`src/rtl/uart_pkg.sv`:
```
// Shared UART definitions used by the receiver and its receive FIFO.
package uart_pkg;

  // Data word width shared by the receiver and the FIFO behind it.
  localparam int unsigned UART_DBIT = 8;

  // How the occupancy counter moves in a given cycle.
  typedef enum logic [1:0] {
    CntHold,
    CntInc,
    CntDec
  } cnt_op_e;

  // Simultaneous accepted write and effective read cancel out.
  function automatic cnt_op_e cnt_op(input logic wr_en, input logic rd_en);
    if (wr_en && !rd_en) begin
      return CntInc;
    end else if (rd_en && !wr_en) begin
      return CntDec;
    end else begin
      return CntHold;
    end
  endfunction

endpackage

```
`src/rtl/uart_fifo_mem.sv`:
```
// Register-array storage for the UART receive FIFO: one synchronous write
// port, one asynchronous read port, no reset.
module uart_fifo_mem #(
  parameter int unsigned DBIT   = 8,
  parameter int unsigned ADDR_W = 4
) (
  input  logic              clk,
  input  logic              we,
  input  logic [ADDR_W-1:0] waddr,
  input  logic [DBIT-1:0]   wdata,
  input  logic [ADDR_W-1:0] raddr,
  output logic [DBIT-1:0]   rdata
);

  localparam int unsigned Depth = 2 ** ADDR_W;

  logic [DBIT-1:0] mem [Depth];

  // Write port; contents are never reset since they are masked while empty.
  always_ff @(posedge clk) begin
    if (we) begin
      mem[waddr] <= wdata;
    end
  end

  assign rdata = mem[raddr];

endmodule

```
`src/rtl/uart_rx_fifo.sv`:
```
// First-word-fall-through receive FIFO behind the UART receiver, with a
// sticky overrun flag for words dropped while full.
module uart_rx_fifo
  import uart_pkg::*;
#(
  parameter int unsigned DBIT   = UART_DBIT,
  parameter int unsigned ADDR_W = 4
) (
  input  logic            clk,
  input  logic            rst_n,
  input  logic            wr_tick,
  input  logic [DBIT-1:0] din,
  input  logic            rd,
  output logic [DBIT-1:0] dout,
  output logic            empty,
  output logic            full,
  output logic [ADDR_W:0] count,
  output logic            overrun,
  input  logic            clr_overrun
);

  logic [ADDR_W-1:0] wr_ptr_q, wr_ptr_d;
  logic [ADDR_W-1:0] rd_ptr_q, rd_ptr_d;
  logic [ADDR_W:0]   count_q, count_d;
  logic              overrun_q, overrun_d;
  logic              wr_en, rd_en;
  logic [DBIT-1:0]   mem_rdata;

  // count never exceeds 2**ADDR_W, so its MSB alone marks the full state.
  assign empty   = (count_q == '0);
  assign full    = count_q[ADDR_W];
  assign count   = count_q;
  assign overrun = overrun_q;

  // Head word is masked to zero while empty so stale memory never shows.
  assign dout = empty ? '0 : mem_rdata;

  // Accept/pop decisions and next-state for pointers, count and overrun.
  always_comb begin
    rd_en     = rd & ~empty;
    // A full FIFO still accepts a write when the same cycle frees a slot.
    wr_en     = wr_tick & (~full | rd);
    wr_ptr_d  = wr_ptr_q;
    rd_ptr_d  = rd_ptr_q;
    count_d   = count_q;
    overrun_d = overrun_q;

    if (wr_en) begin
      wr_ptr_d = wr_ptr_q + ADDR_W'(1);
    end
    if (rd_en) begin
      rd_ptr_d = rd_ptr_q + ADDR_W'(1);
    end

    unique case (cnt_op(wr_en, rd_en))
      CntInc:  count_d = count_q + (ADDR_W + 1)'(1);
      CntDec:  count_d = count_q - (ADDR_W + 1)'(1);
      default: count_d = count_q;
    endcase

    // Setting takes priority over a coincident clear.
    if (wr_tick && full && !rd) begin
      overrun_d = 1'b1;
    end else if (clr_overrun) begin
      overrun_d = 1'b0;
    end
  end

  // Control state register.
  always_ff @(posedge clk or negedge rst_n) begin
    if (!rst_n) begin
      wr_ptr_q  <= '0;
      rd_ptr_q  <= '0;
      count_q   <= '0;
      overrun_q <= 1'b0;
    end else begin
      wr_ptr_q  <= wr_ptr_d;
      rd_ptr_q  <= rd_ptr_d;
      count_q   <= count_d;
      overrun_q <= overrun_d;
    end
  end

  uart_fifo_mem #(
    .DBIT  (DBIT),
    .ADDR_W(ADDR_W)
  ) u_mem (
    .clk  (clk),
    .we   (wr_en),
    .waddr(wr_ptr_q),
    .wdata(din),
    .raddr(rd_ptr_q),
    .rdata(mem_rdata)
  );

endmodule
```
`config.mk`:
```
export PLATFORM = sky130hd
export DESIGN_NAME = uart_rx_fifo
export DESIGN_NICKNAME = d
export VERILOG_FILES = /design/src/rtl/uart_pkg.sv /design/src/rtl/uart_fifo_mem.sv /design/src/rtl/uart_rx_fifo.sv
export SDC_FILE = /design/constraint.sdc
export NUM_CORES = 1
export LEC_CHECK = 0
export CAP_MARGIN = 20
export CORE_ASPECT_RATIO = 0.5
export CORE_MARGIN = 1.5
export CORE_UTILIZATION = 40
export CTS_BUF_LIST = sky130_fd_sc_hd__clkbuf_4 sky130_fd_sc_hd__clkbuf_8
export CTS_CLUSTER_SIZE = 24
export DETAILED_ROUTE_END_ITERATION = 6
export PLACE_DENSITY = 0.59
export SYNTH_ARGS = -nofsm -noshare
export SYNTH_HDL_FRONTEND = slang
export SYNTH_SLANG_ARGS = --single-unit
```
`constraint.sdc`:
```
create_clock -name clk -period 3.3 [get_ports clk]
set_clock_uncertainty 0.2 [all_clocks]
set_input_delay 0.66 -clock clk [delete_from_list [all_inputs] [get_ports clk]]
set_output_delay 0.66 -clock clk [all_outputs]
set_load 0.005 [all_outputs]
```
==> results.py, run 1 <==
metrics = {
    "global_routing": {
        "grt_use_total_pct": 17.4,
        "grt_pass1_wl_mm": 19.1,
        "antenna_found_initial": 0,
        "grt_overflow": 0,
        "grt_pass1_vias": 3145,
        "grt_max_degree": 22,
    },
    "setup_path": {
        "setup.worst_path.end": "dout[2]",
        "cp_cell_sequence": "buf_12 > buf_16 > buf_12 > mux4_2 > mux2i_2 > o22ai_2 > dlygate4sd2_1",
        "cp-end-kind": "primary output",
        "worstReg2RegEnd": "count[4]$_DFFE_PN0P_",
        "crit_family": "buffers and inverters",
        "slowest_stage": "dfrtp_2",
        "reg2reg_depth": 10,
        "cp_slowest_stage_delay_ps": 430,
        "crit_type": "reg -> out",
        "path_depth": 7,
        "path_common_cell": "buf_12",
        "cp.required_ps": 2440,
        "crit_arrival_ps": 2340,
        "startpoint_type": "flop",
        "rrSetupSlack_ps": 120,
        "crit_path_max_fanout": 5,
        "crit_buf_inv": 4,
        "startpoint": "rd_ptr_q[0]$_DFFE_PN0P_",
        "r2r_start": "count[1]$_DFFE_PN0P_",
    },
    "place": {
        "gp_routability_congestion": 0.804,
        "post-place-ws_ps": -22.7,
        "numPortBuffers": 28,
        "dpl_cell_area_um2": 6510,
        "place_hpwl_mm": 7.77,
    },
    "final_layout": {
        "nFillCells": 1171,
        "drive_above_1_share_pct": 32.2,
        "final_cell_mix": "edfxtp_1, mux4_2, buf_4",
        "design_area_um2": 7170,
        "layout.nets": 398,
        "final_common_cell": "edfxtp_1",
        "final_core_util_pct": 49.8,
        "syn2layout_area_growth_pct": 22.0,
        "n_antenna_cell": 0,
    },
    "sta": {
        "worst_pin_slew_ps": 676,
        "holdWs_ps": 296,
        "drv_slew": 0,
        "finalSetupViolations": 0,
        "hold_viol_final": 0,
        "period_share_pct": 96.9,
        "clock.fmax_mhz": 313,
        "finalSetupTns_ps": 0,
        "worst_slack_ps": 104,
        "rsz0062_at_grt": "false",
        "slew_headroom_pct": 54.8,
        "fin_crit_ps": 3200,
    },
    "logic_synthesis": {
        "ys_seq_elements": 142,
        "synth_xor_area_share_pct": 1.64,
        "synth_top_flop_cell": "edfxtp_1",
        "synth_adder_area_share_pct": 1.92,
        "synthArstFlopShare_pct": 9.86,
        "synthSimpleGateAreaFrac_pct": 4.73,
        "yosysUniqueCellTypes": 41,
        "synth_area_leaders": "edfxtp_1, mux4_2, dfrtp_1, mux2i_1, ha_1",
        "syn_nets": 331,
        "synth_top_family_by_area": "multiplexers",
        "syn_inst": 309,
        "syn-cell-area_um2": 5870,
        "yosys.area.top_type": "edfxtp_1",
        "synth_compound_area_share_pct": 2.05,
        "muxShareOfSynthArea_pct": 15.4,
        "syn_area_per_cell_um2": 19.0,
        "yosysSeqAreaShare_pct": 71.4,
        "yosysTopAreaCellShare_pct": 65.4,
        "ys.warnings.count": 0,
        "synth-edff-count": 128,
    },
    "floorplan": {
        "chipWidth_um": 174,
        "die_h_um": 88.7,
        "rows": 31,
        "start_util_pct": 40.8,
        "die_area_um2": 15500,
        "core_um2": 14400,
        "io_pins": 29,
    },
    "clock_network": {
        "cts_buffer_depth": 2,
        "numCtsBuffers": 17,
        "cts_max_level": 4,
        "cts_root_buf": "clkbuf_8",
        "cts_tree": "yes",
        "clock_latency_ps": 430,
        "cts.clk_slew.worst_paths_ps": 80,
        "cts.sinks": 142,
    },
    "detailed_routing": {
        "drc": 0,
        "wl_per_cell_um": 21.3,
        "first_pass_iters": 4,
        "routed_wl_mm": 12.5,
        "via_per_inst": 5.28,
        "vias": 3095,
        "drtAntennaViolNets": 0,
        "drt_iter0_drc": 239,
    },
    "outcome": {
        "status": "completed",
    },
    "power_and_ir_drop": {
        "powerDensity_nw_per_um2": 860,
        "peakVddDrop_v": 0.000342,
        "p_leak_nw": 2.47,
    },
    "worst_hold_path": {
        "min_path_type": "reg -> reg",
        "min_from": "rd_ptr_q[3]$_DFFE_PN0P_",
    },
    "job": {
        "maxCapViolations": 0,
    },
}
[Yosys cell counts (all sizes together) (2+ instances only)]
cell type and number:
nor4b 2, mux2 2, xnor2 8, nor4 5, inv 12, nor3b 3
nand2b 4, nor2 6, edfxtp 128, a21oi 2, o21ai 4, and2 5
nor3 5, mux4 32, buf 12, o22ai 9, ha 9, nand2 6
dfrtp 14, mux2i 16, xor2 3, clkbuf 8, nand3 3
[registers in the layout, summed over array words and instances (netlist names)]
signal     cells
rd_ptr_q       4
wr_ptr_q       4
u_mem.mem    128
count          5
overrun        1
[worst reg2reg max path: cells and delay by family (launching register included)]
| family | cells | cell delay [ps] |
|---|---|---|
| compound gates | 1 | 170 |
| xor+xnor | 1 | 140 |
| fa+ha+maj | 2 | 500 |
| buf+inv | 1 | 70 |
| flops | 1 | 370 |
| simple gates | 5 | 1590 |
[worst min path at each step]
stage,cells after the start,end
3_5_place_dp,1,rd_ptr_q[3]$_DFFE_PN0P_
2_1_floorplan,0,count[0]$_DFFE_PN0P_
5_1_grt,1,rd_ptr_q[3]$_DFFE_PN0P_
6_report,1,rd_ptr_q[3]$_DFFE_PN0P_
3_3_place_gp,1,rd_ptr_q[3]$_DFFE_PN0P_
4_1_cts,1,rd_ptr_q[3]$_DFFE_PN0P_
[through the flow]
stage | cells | total power [mW]
6_report | 586 | 6.16
5_1_grt | 586 | 6.47
4_1_cts | 578 | 6.14
3_5_place_dp | 539 | 4.44
3_3_place_gp | 539 | 4.37
2_1_floorplan | 309 | 3.63
[logic make-up after synthesis]
group                      count (synthesis)
DFF                                      142
muxes                                     50
and+or+nand+nor                           46
buffers and inverters                     32
AOI/OAI and AO/OA                         19
xor gates and xnor gates                  11
adders and majority gates                  9
[area by class of cell]
type                    instances  area [um2]  area share [%]
flip-flops and latches        142        4200            58.5
multi-input cells             135        1590            22.2
repair buffers                 68         677            9.44
inverters                      12        45.0           0.628
well taps                     198         248            3.46
clock inverters                14         180            2.51
clock buffers                  17         234            3.26
[power by group]
part	internal (mW)	leakage [nW]	switching (mW)
clock network	0.762	0.212	0.695
logic	1.26	0.937	1.10
registers	2.18	1.32	0.167
[layer usage]
metal	vias to the layer above	track usage (%)	share of wire [%]
met5	-	0	0
met4	0	6.11	2.0
met3	20	4.51	4.8
met2	85	28.0	48
met1	1620	23.2	45
li1	1370	-	-
[timing repair]
action	CTS	global route
resized for setup	23	0
hold buffers	0	0
buffers inserted	6	8
setup endpoints to repair	8	3
cloned	2	0
endpoints found under the hold margin	0	0
(Power assumes the default switching activity.)
==> inputs of run 2 (changes only) <==
Settings changed: ABC_CLOCK_PERIOD_IN_PS from default to 3300, SETUP_SLACK_MARGIN from default to 0.02.
==> results.py, run 2 (synthesized netlist as in run 1, its figures left out) <==
metrics = {
    "job": {
        "maxCapViolations": 0,
    },
    "final_layout": {
        "final_common_cell": "edfxtp_1",
        "syn2layout_area_growth_pct": 22.2,
        "largest_reg_flops": 128,
        "seq_area_um2": 4200,
        "final_cell_mix": "edfxtp_1, mux4_2, buf_4",
        "drive_above_1_share_pct": 32.7,
        "n_antenna_cell": 0,
        "regMostFlops": "u_mem.mem",
        "nFillCells": 1166,
        "multi_input_area_um2": 1600,
        "layout.nets": 398,
        "design_area_um2": 7180,
    },
    "sta": {
        "rsz0062_at_grt": "false",
        "slew_headroom_pct": 54.9,
        "worst_slack_ps": 135,
        "clock.fmax_mhz": 316,
        "hold_viol_final": 0,
        "period_share_pct": 95.9,
        "fin_crit_ps": 3160,
        "drv_slew": 0,
        "finalSetupViolations": 0,
        "holdWs_ps": 295,
        "worst_pin_slew_ps": 675,
    },
    "global_routing": {
        "grt_pass1_wl_mm": 19.1,
        "grt_use_met1_pct": 23.2,
        "grt_max_degree": 22,
        "antenna_found_initial": 0,
        "grt_use_met3_pct": 4.51,
        "grt_pass1_vias": 3145,
        "grt_overflow": 0,
        "grtUsageMet2_pct": 28.0,
        "gr-max-usage-layer": "met2",
        "grt_use_total_pct": 17.4,
    },
    "setup_path": {
        "crit_type": "reg -> out",
        "cp_cell_sequence": "buf_12 > buf_16 > buf_4 > mux4_2 > mux2i_2 > o22ai_1 > dlygate4sd2_1",
        "crit_arrival_ps": 2300,
        "cp_slowest_stage_delay_ps": 430,
        "startpoint_type": "flop",
        "crit_path_max_fanout": 5,
        "cp-end-kind": "primary output",
        "cp.required_ps": 2440,
        "slowest_stage": "dfrtp_2",
    },
    "place": {
        "place_hpwl_mm": 7.77,
        "post-place-ws_ps": -22.7,
        "gp_routability_congestion": 0.804,
        "numPortBuffers": 28,
        "dpl_cell_area_um2": 6510,
    },
    "floorplan": {
        "die_h_um": 88.7,
        "start_util_pct": 40.8,
        "io_pins": 29,
        "chipWidth_um": 174,
        "core_um2": 14400,
        "rows": 31,
        "die_area_um2": 15500,
    },
    "clock_network": {
        "postCtsHoldBufs": 0,
        "cts.sinks": 142,
        "cts.clk_slew.worst_paths_ps": 80,
        "cts_buffer_depth": 2,
        "clock_latency_ps": 430,
        "numCtsBuffers": 17,
        "cts_max_level": 4,
        "cts_root_buf": "clkbuf_8",
        "cts_tree": "yes",
    },
    "worst_hold_path": {
        "min_path_type": "reg -> reg",
    },
    "power_and_ir_drop": {
        "peakVddDrop_v": 0.000345,
        "powerDensity_nw_per_um2": 863,
        "p_leak_nw": 2.47,
    },
    "outcome": {
        "status": "completed",
    },
    "detailed_routing": {
        "via_per_inst": 5.29,
        "routed_wl_mm": 12.5,
        "wl_per_cell_um": 21.3,
        "drt_iter0_drc": 255,
        "first_pass_iters": 4,
        "drc": 0,
        "drtAntennaViolNets": 0,
        "vias": 3098,
    },
}
## run 2: cell types whose count changed in the layout (fill, tap and decap cells not counted), sizes merged
cell	delta
dlygate4sd2	-1
clkdlybuf4s15	+1
## run 2: worst paths after layout
check	start	to	slack (ps)	cells after the start
worst max register to register	count[1]$_DFFE_PN0P_	count[4]$_DFFE_PN0P_	140	10
worst min-delay path	rd_ptr_q[3]$_DFFE_PN0P_	rd_ptr_q[3]$_DFFE_PN0P_	290	1
worst min register to register	rd_ptr_q[3]$_DFFE_PN0P_	rd_ptr_q[3]$_DFFE_PN0P_	290	1
min in group asynchronous	rst_n	overrun$_DFFE_PN0P_	440	1
max in group asynchronous	rst_n	rd_ptr_q[1]$_DFFE_PN0P_	2000	1
worst max-delay path	rd_ptr_q[0]$_DFFE_PN0P_	dout[1]	140	7
## run 2: timing repair
item	in CTS	in global routing
buffers inserted	6	8
gates cloned	2	0
setup endpoints to repair	8	3
gates resized for setup	23	3
pin swaps	0	1
## run 2: metal layers
metal | part of all wire [%] | vias up
met4 | 1.5 | 0
met5 | 0 | -
met1 | 45 | 1627
met3 | 5.4 | 15
met2 | 48 | 87
li1 | - | 1369
## run 2: layout make-up
cell class	instances	area share (%)
multi-input cells	135	22.3
inverters	12	0.627
repair buffers	68	9.45
clock inverters	14	2.51
well taps	198	3.45
clock buffers	17	3.26
flip-flops and latches	142	58.5
## run 2: report_power, final
group	leakage, nW	total [mW]	switching, mW	internal (mW)
Clock	0.212	1.46	0.696	0.762
Combinational	0.937	2.39	1.12	1.27
Sequential	1.32	2.34	0.166	2.18
## run 2: per-stage QoR
step                setup TNS, ps  utilization, %  power [mW]  cells
floorplan                       0               -        3.63    309
global placement                0            45.3        4.37    539
detailed placement          -22.7            45.3        4.44    539
CTS                             0            49.4        6.14    578
global route                    0            49.9        6.49    586
finish                          0            49.9        6.19    586
## run 2: critical path, delay by kind of cell, from the launching register on
family | cells | cell delay [ps]
buffers and inverters | 4 | 690
flip-flops | 1 | 430
multiplexers | 2 | 630
AO/OA/AOI/OAI | 1 | 100
==> inputs of run 3 (changes only) <==
Settings changed: GPL_ROUTABILITY_DRIVEN from default to 0.
==> results of run 3 <==
The final DEF is identical to that of run 2; final timing and power are the same.
